==> src/rtl/regfile_port_arbiter_if.sv <==
// Bundle of the requester-side handshake and the shared register-file port.
// The arbiter sits on the slave side; requesters and the register file drive the master side.
interface regfile_port_arbiter_if #(
  parameter int NREQ = 3,
  parameter int DW   = 16,
  parameter int AW   = 4
);
  logic [NREQ-1:0]    req;
  logic [NREQ-1:0]    req_wr;
  logic [NREQ-1:0]    req_lock;
  logic [NREQ*AW-1:0] req_id;
  logic [NREQ*DW-1:0] req_wdata;
  logic [NREQ-1:0]    gnt;
  logic [NREQ-1:0]    done;
  logic [DW-1:0]      rdata;
  logic [AW-1:0]      reg_id;
  logic               rdi;
  logic               wni;
  logic [DW-1:0]      write_data_reg;
  logic [DW-1:0]      read_data_reg;

  modport master (
    output req, req_wr, req_lock, req_id, req_wdata, read_data_reg,
    input  gnt, done, rdata, reg_id, rdi, wni, write_data_reg
  );

  modport slave (
    input  req, req_wr, req_lock, req_id, req_wdata, read_data_reg,
    output gnt, done, rdata, reg_id, rdi, wni, write_data_reg
  );
endinterface

==> src/rtl/regfile_port_arbiter.sv <==
// Round-robin arbiter sharing one register-file port between fetch, decode and writeback.
// Each access is a short IDLE -> ISSUE -> (WAIT) -> DONE transaction; an optional lock
// keeps the port with the current owner so read-modify-write pairs are not split.
module regfile_port_arbiter #(
  parameter int NREQ = 3,
  parameter int DW   = 16,
  parameter int AW   = 4
) (
  input logic                  clk,
  input logic                  reset,
  regfile_port_arbiter_if.slave bus
);

  localparam int PW = (NREQ > 1) ? $clog2(NREQ) : 1;

  typedef enum logic [1:0] {IDLE, ISSUE, WAIT, DONE} state_t;

  state_t            state_q, state_d;
  logic [PW-1:0]     ptr_q, ptr_d;
  logic [PW-1:0]     owner_q, owner_d;
  logic              lock_q, lock_d;
  logic              wr_q, wr_d;
  logic [NREQ-1:0]   gnt_q, gnt_d;
  logic [NREQ-1:0]   done_q, done_d;
  logic              rdi_q, rdi_d;
  logic              wni_q, wni_d;
  logic [AW-1:0]     reg_id_q, reg_id_d;
  logic [DW-1:0]     write_data_reg_q, write_data_reg_d;
  logic [DW-1:0]     rdata_q, rdata_d;

  logic [NREQ-1:0]   eligible;
  logic              found;
  logic [PW-1:0]     win;

  function automatic logic [PW-1:0] wrap_idx(input int base, input int off);
    int s;
    s = base + off;
    if (s >= NREQ) s = s - NREQ;
    return PW'(s);
  endfunction

  // Pick the first eligible requester at or after ptr; a held lock narrows the field to the owner.
  always_comb begin
    eligible = bus.req;
    if (lock_q) eligible = bus.req & (NREQ'(1) << owner_q);
    found = 1'b0;
    win   = '0;
    for (int i = 0; i < NREQ; i++) begin
      if (!found && eligible[wrap_idx(int'(ptr_q), i)]) begin
        found = 1'b1;
        win   = wrap_idx(int'(ptr_q), i);
      end
    end
  end

  // Next-state and next-output logic; every output is computed one cycle ahead so it leaves a flop.
  always_comb begin
    state_d          = state_q;
    ptr_d            = ptr_q;
    owner_d          = owner_q;
    lock_d           = lock_q;
    wr_d             = wr_q;
    gnt_d            = gnt_q;
    done_d           = '0;
    rdi_d            = 1'b0;
    wni_d            = 1'b0;
    reg_id_d         = reg_id_q;
    write_data_reg_d = write_data_reg_q;
    rdata_d          = rdata_q;
    case (state_q)
      IDLE: begin
        if (found) begin
          state_d     = ISSUE;
          owner_d     = win;
          ptr_d       = wrap_idx(int'(win), 1);
          wr_d        = bus.req_wr[win];
          gnt_d       = '0;
          gnt_d[win]  = 1'b1;
          reg_id_d    = bus.req_id[win*AW +: AW];
          if (bus.req_wr[win]) begin
            wni_d            = 1'b1;
            write_data_reg_d = bus.req_wdata[win*DW +: DW];
          end else begin
            rdi_d = 1'b1;
          end
        end
      end
      ISSUE: begin
        if (wr_q) begin
          state_d = DONE;
          done_d  = gnt_q;
        end else begin
          state_d = WAIT;
        end
      end
      WAIT: begin
        rdata_d = bus.read_data_reg;
        state_d = DONE;
        done_d  = gnt_q;
      end
      DONE: begin
        lock_d  = bus.req_lock[owner_q];
        state_d = IDLE;
        gnt_d   = '0;
      end
      default: state_d = IDLE;
    endcase
  end

  // State and output registers; reset aborts any transaction in flight without a done pulse.
  always_ff @(posedge clk) begin
    if (reset) begin
      state_q          <= IDLE;
      ptr_q            <= '0;
      owner_q          <= '0;
      lock_q           <= 1'b0;
      wr_q             <= 1'b0;
      gnt_q            <= '0;
      done_q           <= '0;
      rdi_q            <= 1'b0;
      wni_q            <= 1'b0;
      reg_id_q         <= '0;
      write_data_reg_q <= '0;
      rdata_q          <= '0;
    end else begin
      state_q          <= state_d;
      ptr_q            <= ptr_d;
      owner_q          <= owner_d;
      lock_q           <= lock_d;
      wr_q             <= wr_d;
      gnt_q            <= gnt_d;
      done_q           <= done_d;
      rdi_q            <= rdi_d;
      wni_q            <= wni_d;
      reg_id_q         <= reg_id_d;
      write_data_reg_q <= write_data_reg_d;
      rdata_q          <= rdata_d;
    end
  end

  assign bus.gnt            = gnt_q;
  assign bus.done           = done_q;
  assign bus.rdi            = rdi_q;
  assign bus.wni            = wni_q;
  assign bus.reg_id         = reg_id_q;
  assign bus.write_data_reg = write_data_reg_q;
  assign bus.rdata          = rdata_q;

endmodule

==> src/flat_wrapper.sv <==
// flat-port wrapper written by rule: the top's interface ports become plain ports
module regfile_port_arbiter_flat 
#(
  parameter int NREQ = 3,
  parameter int DW   = 16,
  parameter int AW   = 4
)
  (clk, reset, bus_req, bus_req_wr, bus_req_lock, bus_req_id, bus_req_wdata, bus_read_data_reg, bus_gnt, bus_done, bus_rdata, bus_reg_id, bus_rdi, bus_wni, bus_write_data_reg);
  regfile_port_arbiter_if #(.NREQ(NREQ), .DW(DW), .AW(AW)) bus_i ();
  input logic clk;
  input logic reset;
  input wire logic [$bits(bus_i.req)-1:0] bus_req;
  input wire logic [$bits(bus_i.req_wr)-1:0] bus_req_wr;
  input wire logic [$bits(bus_i.req_lock)-1:0] bus_req_lock;
  input wire logic [$bits(bus_i.req_id)-1:0] bus_req_id;
  input wire logic [$bits(bus_i.req_wdata)-1:0] bus_req_wdata;
  input wire logic [$bits(bus_i.read_data_reg)-1:0] bus_read_data_reg;
  output wire logic [$bits(bus_i.gnt)-1:0] bus_gnt;
  output wire logic [$bits(bus_i.done)-1:0] bus_done;
  output wire logic [$bits(bus_i.rdata)-1:0] bus_rdata;
  output wire logic [$bits(bus_i.reg_id)-1:0] bus_reg_id;
  output wire logic [$bits(bus_i.rdi)-1:0] bus_rdi;
  output wire logic [$bits(bus_i.wni)-1:0] bus_wni;
  output wire logic [$bits(bus_i.write_data_reg)-1:0] bus_write_data_reg;
  assign bus_i.req = bus_req;
  assign bus_i.req_wr = bus_req_wr;
  assign bus_i.req_lock = bus_req_lock;
  assign bus_i.req_id = bus_req_id;
  assign bus_i.req_wdata = bus_req_wdata;
  assign bus_i.read_data_reg = bus_read_data_reg;
  assign bus_gnt = bus_i.gnt;
  assign bus_done = bus_i.done;
  assign bus_rdata = bus_i.rdata;
  assign bus_reg_id = bus_i.reg_id;
  assign bus_rdi = bus_i.rdi;
  assign bus_wni = bus_i.wni;
  assign bus_write_data_reg = bus_i.write_data_reg;
  regfile_port_arbiter #(.NREQ(NREQ), .DW(DW), .AW(AW)) u_core (.clk(clk), .reset(reset), .bus(bus_i));
endmodule
==> config.mk <==
export PLATFORM = sky130hd
export DESIGN_NAME = regfile_port_arbiter_flat
export DESIGN_NICKNAME = d
export VERILOG_FILES = /design/src/rtl/regfile_port_arbiter_if.sv /design/src/rtl/regfile_port_arbiter.sv /design/src/flat_wrapper.sv
export SDC_FILE = /design/constraint.sdc
export NUM_CORES = 1
export LEC_CHECK = 0
export BUFFER_PORTS_ARGS = -buffer_cell sky130_fd_sc_hd__buf_2
export CAP_MARGIN = 40
export CORE_MARGIN = 4
export CORE_UTILIZATION = 43
export DETAILED_ROUTE_END_ITERATION = 8
export GPL_ROUTABILITY_DRIVEN = 0
export PLACE_DENSITY = 0.7
export REMOVE_ABC_BUFFERS = 1
export SETUP_SLACK_MARGIN = 0.4
export SLEW_MARGIN = 20
export SYNTH_ARGS = -nofsm -noshare
export SYNTH_HDL_FRONTEND = slang
export SYNTH_SLANG_ARGS = --single-unit
export TNS_END_PERCENT = 10
==> constraint.sdc <==
create_clock -name clk -period 2.3 [get_ports clk]
set_input_delay 0.46 -clock clk [delete_from_list [all_inputs] [get_ports clk]]
set_output_delay 0.46 -clock clk [all_outputs]
set_load 0.1 [all_outputs]
# Yosys cells after proc, flatten, opt, wreduce, memory -nomap -nowiden
# Cells that the tools add are included.
# word_totals
reg_bits	52
latchBits	0
mem_bits_rw	0
mem_bits_ro	0
n_memories	0
# classes
addsub	7
n_mul	0
div	0
magnitude_cmp	10
n_eq_ne	4
n_shift	3
mux	32
bitwise	3
n_reduce_logical	11
# ops
cell	n
$shiftx 48x7->16	1
$mux 2	8
$lt 2x3->1 const B	5
$mux 1	12
$pmux 3 s2	2
$shiftx 12x5->4	1
$bmux 1 s2	5
$ge 3x2->1 const B	3
$mux 3	3
$pmux 2 s4	1
$add 2x1->3 const B	2
$sub 2x1->2 const B	3
$eq 2x2->1 const B	2
$reduce_and 2->1	2
$add 2x2->3 const B	1
$and 3x3->3	1
$logic_and 1x1->1	3
$reduce_and 3->1	1
$reduce_or 3->1	1
$shl 1x2->3 const A	1
$demux 1 s2	1
$eq 2x1->1 const B	1
$ge 2x1->1 const B	1
$ge 2x2->1 const B	1
other kinds (6)	8

# Longest topological paths before layout
# depth
word_depth	18
depth_mapped	11
ltp_nobuf	9

# Worst setup path after synthesis
# No wires, ideal clock.
# synth_path
path_type	register to register
start	reg u_core.ptr_q[0]
end	reg u_core.wr_q
arrival_ns	1.931
t_required_ns	2.168
slack_ns	0.236
stages_incl_launch_ff	11
synth_period_minus_slack_ns	2.064
path_cell_list	dfxtp_1 -> inv_1 -> ha_1 -> nand2b_1 -> a32oi_2 -> o211ai_2 -> inv_2 -> o31a_4 -> nand2_4 -> buf_6 -> a21oi_1
# synth_between
elab_chain_cells	13
elab_cells_between_ends	30
# synth_lines
item	line	rtl
from (decl)	regfile_port_arbiter.sv:19	logic [PW-1:0] ptr_q, ptr_d;
from (signal assigned)	regfile_port_arbiter.sv:127	ptr_q <= ptr_d;
parallel branches: the longest is 13 deep, another holds $add 2x1->3	--	
to (signal assigned)	regfile_port_arbiter.sv:130	wr_q <= wr_d;
to (decl)	regfile_port_arbiter.sv:22	logic wr_q, wr_d;
# Parallel ways; which one is timed is not known. The select of a mux whose other input is x is not followed.
# A chain may end at the register's enable or synchronous reset.

# Worst setup path after layout
# layout_path
start	reg u_core.ptr_q[0]
end	reg u_core.reg_id_q[1], in the netlist u_core.bus.reg_id[1]
# layout_between
elab_chain_cells	12
elab_cells_between_ends	29
# layout_lines
item	line	rtl
parallel branches: the longest is 12 deep, another holds $add 2x1->3	--	
to (signal assigned)	regfile_port_arbiter.sv:135	reg_id_q <= reg_id_d;
to (decl)	regfile_port_arbiter.sv:27	logic [AW-1:0] reg_id_q, reg_id_d;
# Parallel ways; which one is timed is not known. The select of a mux whose other input is x is not followed.

==> impl_metrics.json <==
{
  "outcome": "complete, no violations",
  "holdCritPathClass": "primary input to flip-flop",
  "numPortBuffers": 130,
  "fin_area_um2": 3900,
  "grt_pass1_vias": 2756,
  "fmax_ghz": 0.467,
  "rows": 29,
  "fin_crit_sh": 0.932,
  "setup_viol": 0,
  "initial_core_util": 0.451,
  "antenna_found_initial": 0,
  "finalCriticalPeriod_ns": 2.14,
  "vias": 2955,
  "relSlewSlack": 0.670,
  "grt_setup_unrepaired": "yes",
  "critPathArrivalTime_ns": 2.39,
  "drtAntennaViolNets": 0,
  "remaining_drc_errors": 0,
  "via_per_inst": 5.30,
  "cts_tree": "yes",
  "holdPathStages": 3,
  "synth_top_area_share": 0.355,
  "io_pins": 131,
  "setup.worst_path.start_class": "flip-flop",
  "yosys-top-cells-area": "dfxtp_1, mux2i_1, nor2_1",
  "mostFrequentLayoutCells": "buf_2, dfxtp_1, nor2_1, nand2_1, a21oi_1",
  "numCtsBuffers": 5,
  "power_density_nw_per_um2": 1550,
  "synth_edf_count": 0,
  "worst_slew_pin_slew_ns": 0.495,
  "root_buffer": "clkbuf_8",
  "synth.avg_cell_area_um2": 8.42,
  "setup.worst_path.class": "flip-flop to flip-flop",
  "ys.flop_type": "dfxtp_1",
  "routedWlPerCell_um": 15.1,
  "netlist_area_um2": 2930,
  "die_x_um": 90.6,
  "ctsLongestPathBuffers": 2,
  "grt_pass1_wl_um": 13300,
  "p_leak_uw": 0.00183,
  "syn_inst": 348,
  "synth_top_area_cell": "dfxtp_1",
  "ys_async_sr_fraction": 0,
  "synth-seq-cells": 52,
  "ys_warn_count": 0,
  "peakVddDrop_mv": 0.806,
  "worstPathRequired_ns": 2.55,
  "grt_overflow": 0,
  "cts_hold_buffers": 0,
  "hold_ws_ns": 0.379,
  "dpl-instance-area_um2": 3660,
  "cts.sinks": 52,
  "grt_max_degree": 28,
  "synth_cell_type_count": 55,
  "drtIter0Drc": 114,
  "clock_skew_ns": 0.00752,
  "dieArea_um2": 8200,
  "rr_worst_depth": 8,
  "clock_latency_ns": 0.31,
  "ys_seq_area_frac": 0.355,
  "final_common_cell": "buf_2",
  "track_usage": 0.197,
  "core_area_um2": 6490,
  "maxCapViolCount": 0,
  "drive_above_1_share": 0.383,
  "dp_hpwl_um": 5910,
  "final_nets": 578,
  "path_max_fanout": 8,
  "area_delta_synth_final_pct": 33.0,
  "drt-total-wl_um": 8450,
  "worst_setup_path_end_kind": "flip-flop",
  "cts_max_level": 2,
  "finalMaxSlewViolations": 0,
  "dr.pass1.iters": 4,
  "finalHoldViolations": 0,
  "num_antenna_cells": 0,
  "die_h_um": 90.6,
  "cts.reportedPaths.clkPinSlew_ns": 0.10
}
## worst paths after layout
check	end	slack [ns]	startpoint
hold reg to reg	u_core.bus.reg_id[3]	0.46	u_core.bus.reg_id[3]
setup reg to reg	u_core.bus.reg_id[1]	0.16	u_core.ptr_q[0]
setup / recovery	u_core.bus.reg_id[1]	0.16	u_core.ptr_q[0]
hold / removal	u_core.bus.rdata[9]	0.38	bus_read_data_reg[9]
## metrics by stage
step / power (uW) / utilization / instances / TNS (ns) / setup slack (ns)
3_3_place_gp: 5190 / 0.563 / 542 / 0 / 0.118
6_report: 6060 / 0.600 / 558 / 0 / 0.156
5_1_grt: 6390 / 0.600 / 558 / 0 / 0.0426
4_1_cts: 5940 / 0.591 / 555 / 0 / 0.179
2_1_floorplan: 4420 / - / 324 / -6.54 / -0.355
3_5_place_dp: 5240 / 0.563 / 542 / 0 / 0.0206
## area by class of cell
type,count,area [um^2]
tap,77,96.3
timing repair buffer,147,818
sequential,52,1050
clock buffer,5,68.8
inverter,14,52.6
clock inverter,3,22.5
multi-input combinational,260,1790
fill,600,2600
## logic make-up after synthesis
group | Yosys count | share of synthesized area
simple gates | 122 | 0.210
compound gates | 107 | 0.266
flops | 52 | 0.355
buf+inv | 38 | 0.0606
mux | 18 | 0.0615
fa+ha+maj | 11 | 0.0470
## what timing repair did
item,4_1_cts,5_1_grt
buffers inserted,3,2
pin swaps,4,4
cloned,2,1
endpoints found under the setup margin,32,32
resized for setup,10,15
## synth_stat cells, drive strengths merged, types with 2 or more instances
| master | instances |
|---|---|
| a21oi | 29 |
| ha | 11 |
| a311o | 4 |
| inv | 14 |
| nor3 | 4 |
| clkbuf | 13 |
| nand3b | 2 |
| nor2b | 16 |
| a211o | 16 |
| o211ai | 3 |
| mux2i | 18 |
| a31oi | 3 |
| a211oi | 2 |
| buf | 11 |
| and2 | 4 |
| nand2b | 3 |
| nand3 | 3 |
| a2bb2oi | 2 |
| dfxtp | 52 |
| o21ai | 32 |
| nand2 | 40 |
| nor2 | 42 |
| o32ai | 3 |
## critical path, stage by stage, from the launching register on
cell and delay (ns):
dfxtp_4 0.36, inv_2 0.04, ha_4 0.30, nor3_1 0.06, a31oi_2 0.24, o221ai_4 0.21
or3_4 0.44, a311o_1 0.29, a21oi_1 0.13
## routing by layer
layer  GRT usage  part of all wire  up-vias  wire (um)
li1            -                 -     1490          -
met1       0.249              0.43     1371       3660
met2       0.340              0.50       86       4210
met3      0.0375             0.056        8        475
met4      0.0536             0.012        0        102
met5           0                 0        -          0
## power by group
group          switching, uW  internal [uW]
clock network            313            219
registers                176           1190
logic                   3040           1120
total                   3530           2530
No activity file was read; power rests on OpenSTA's default activity.
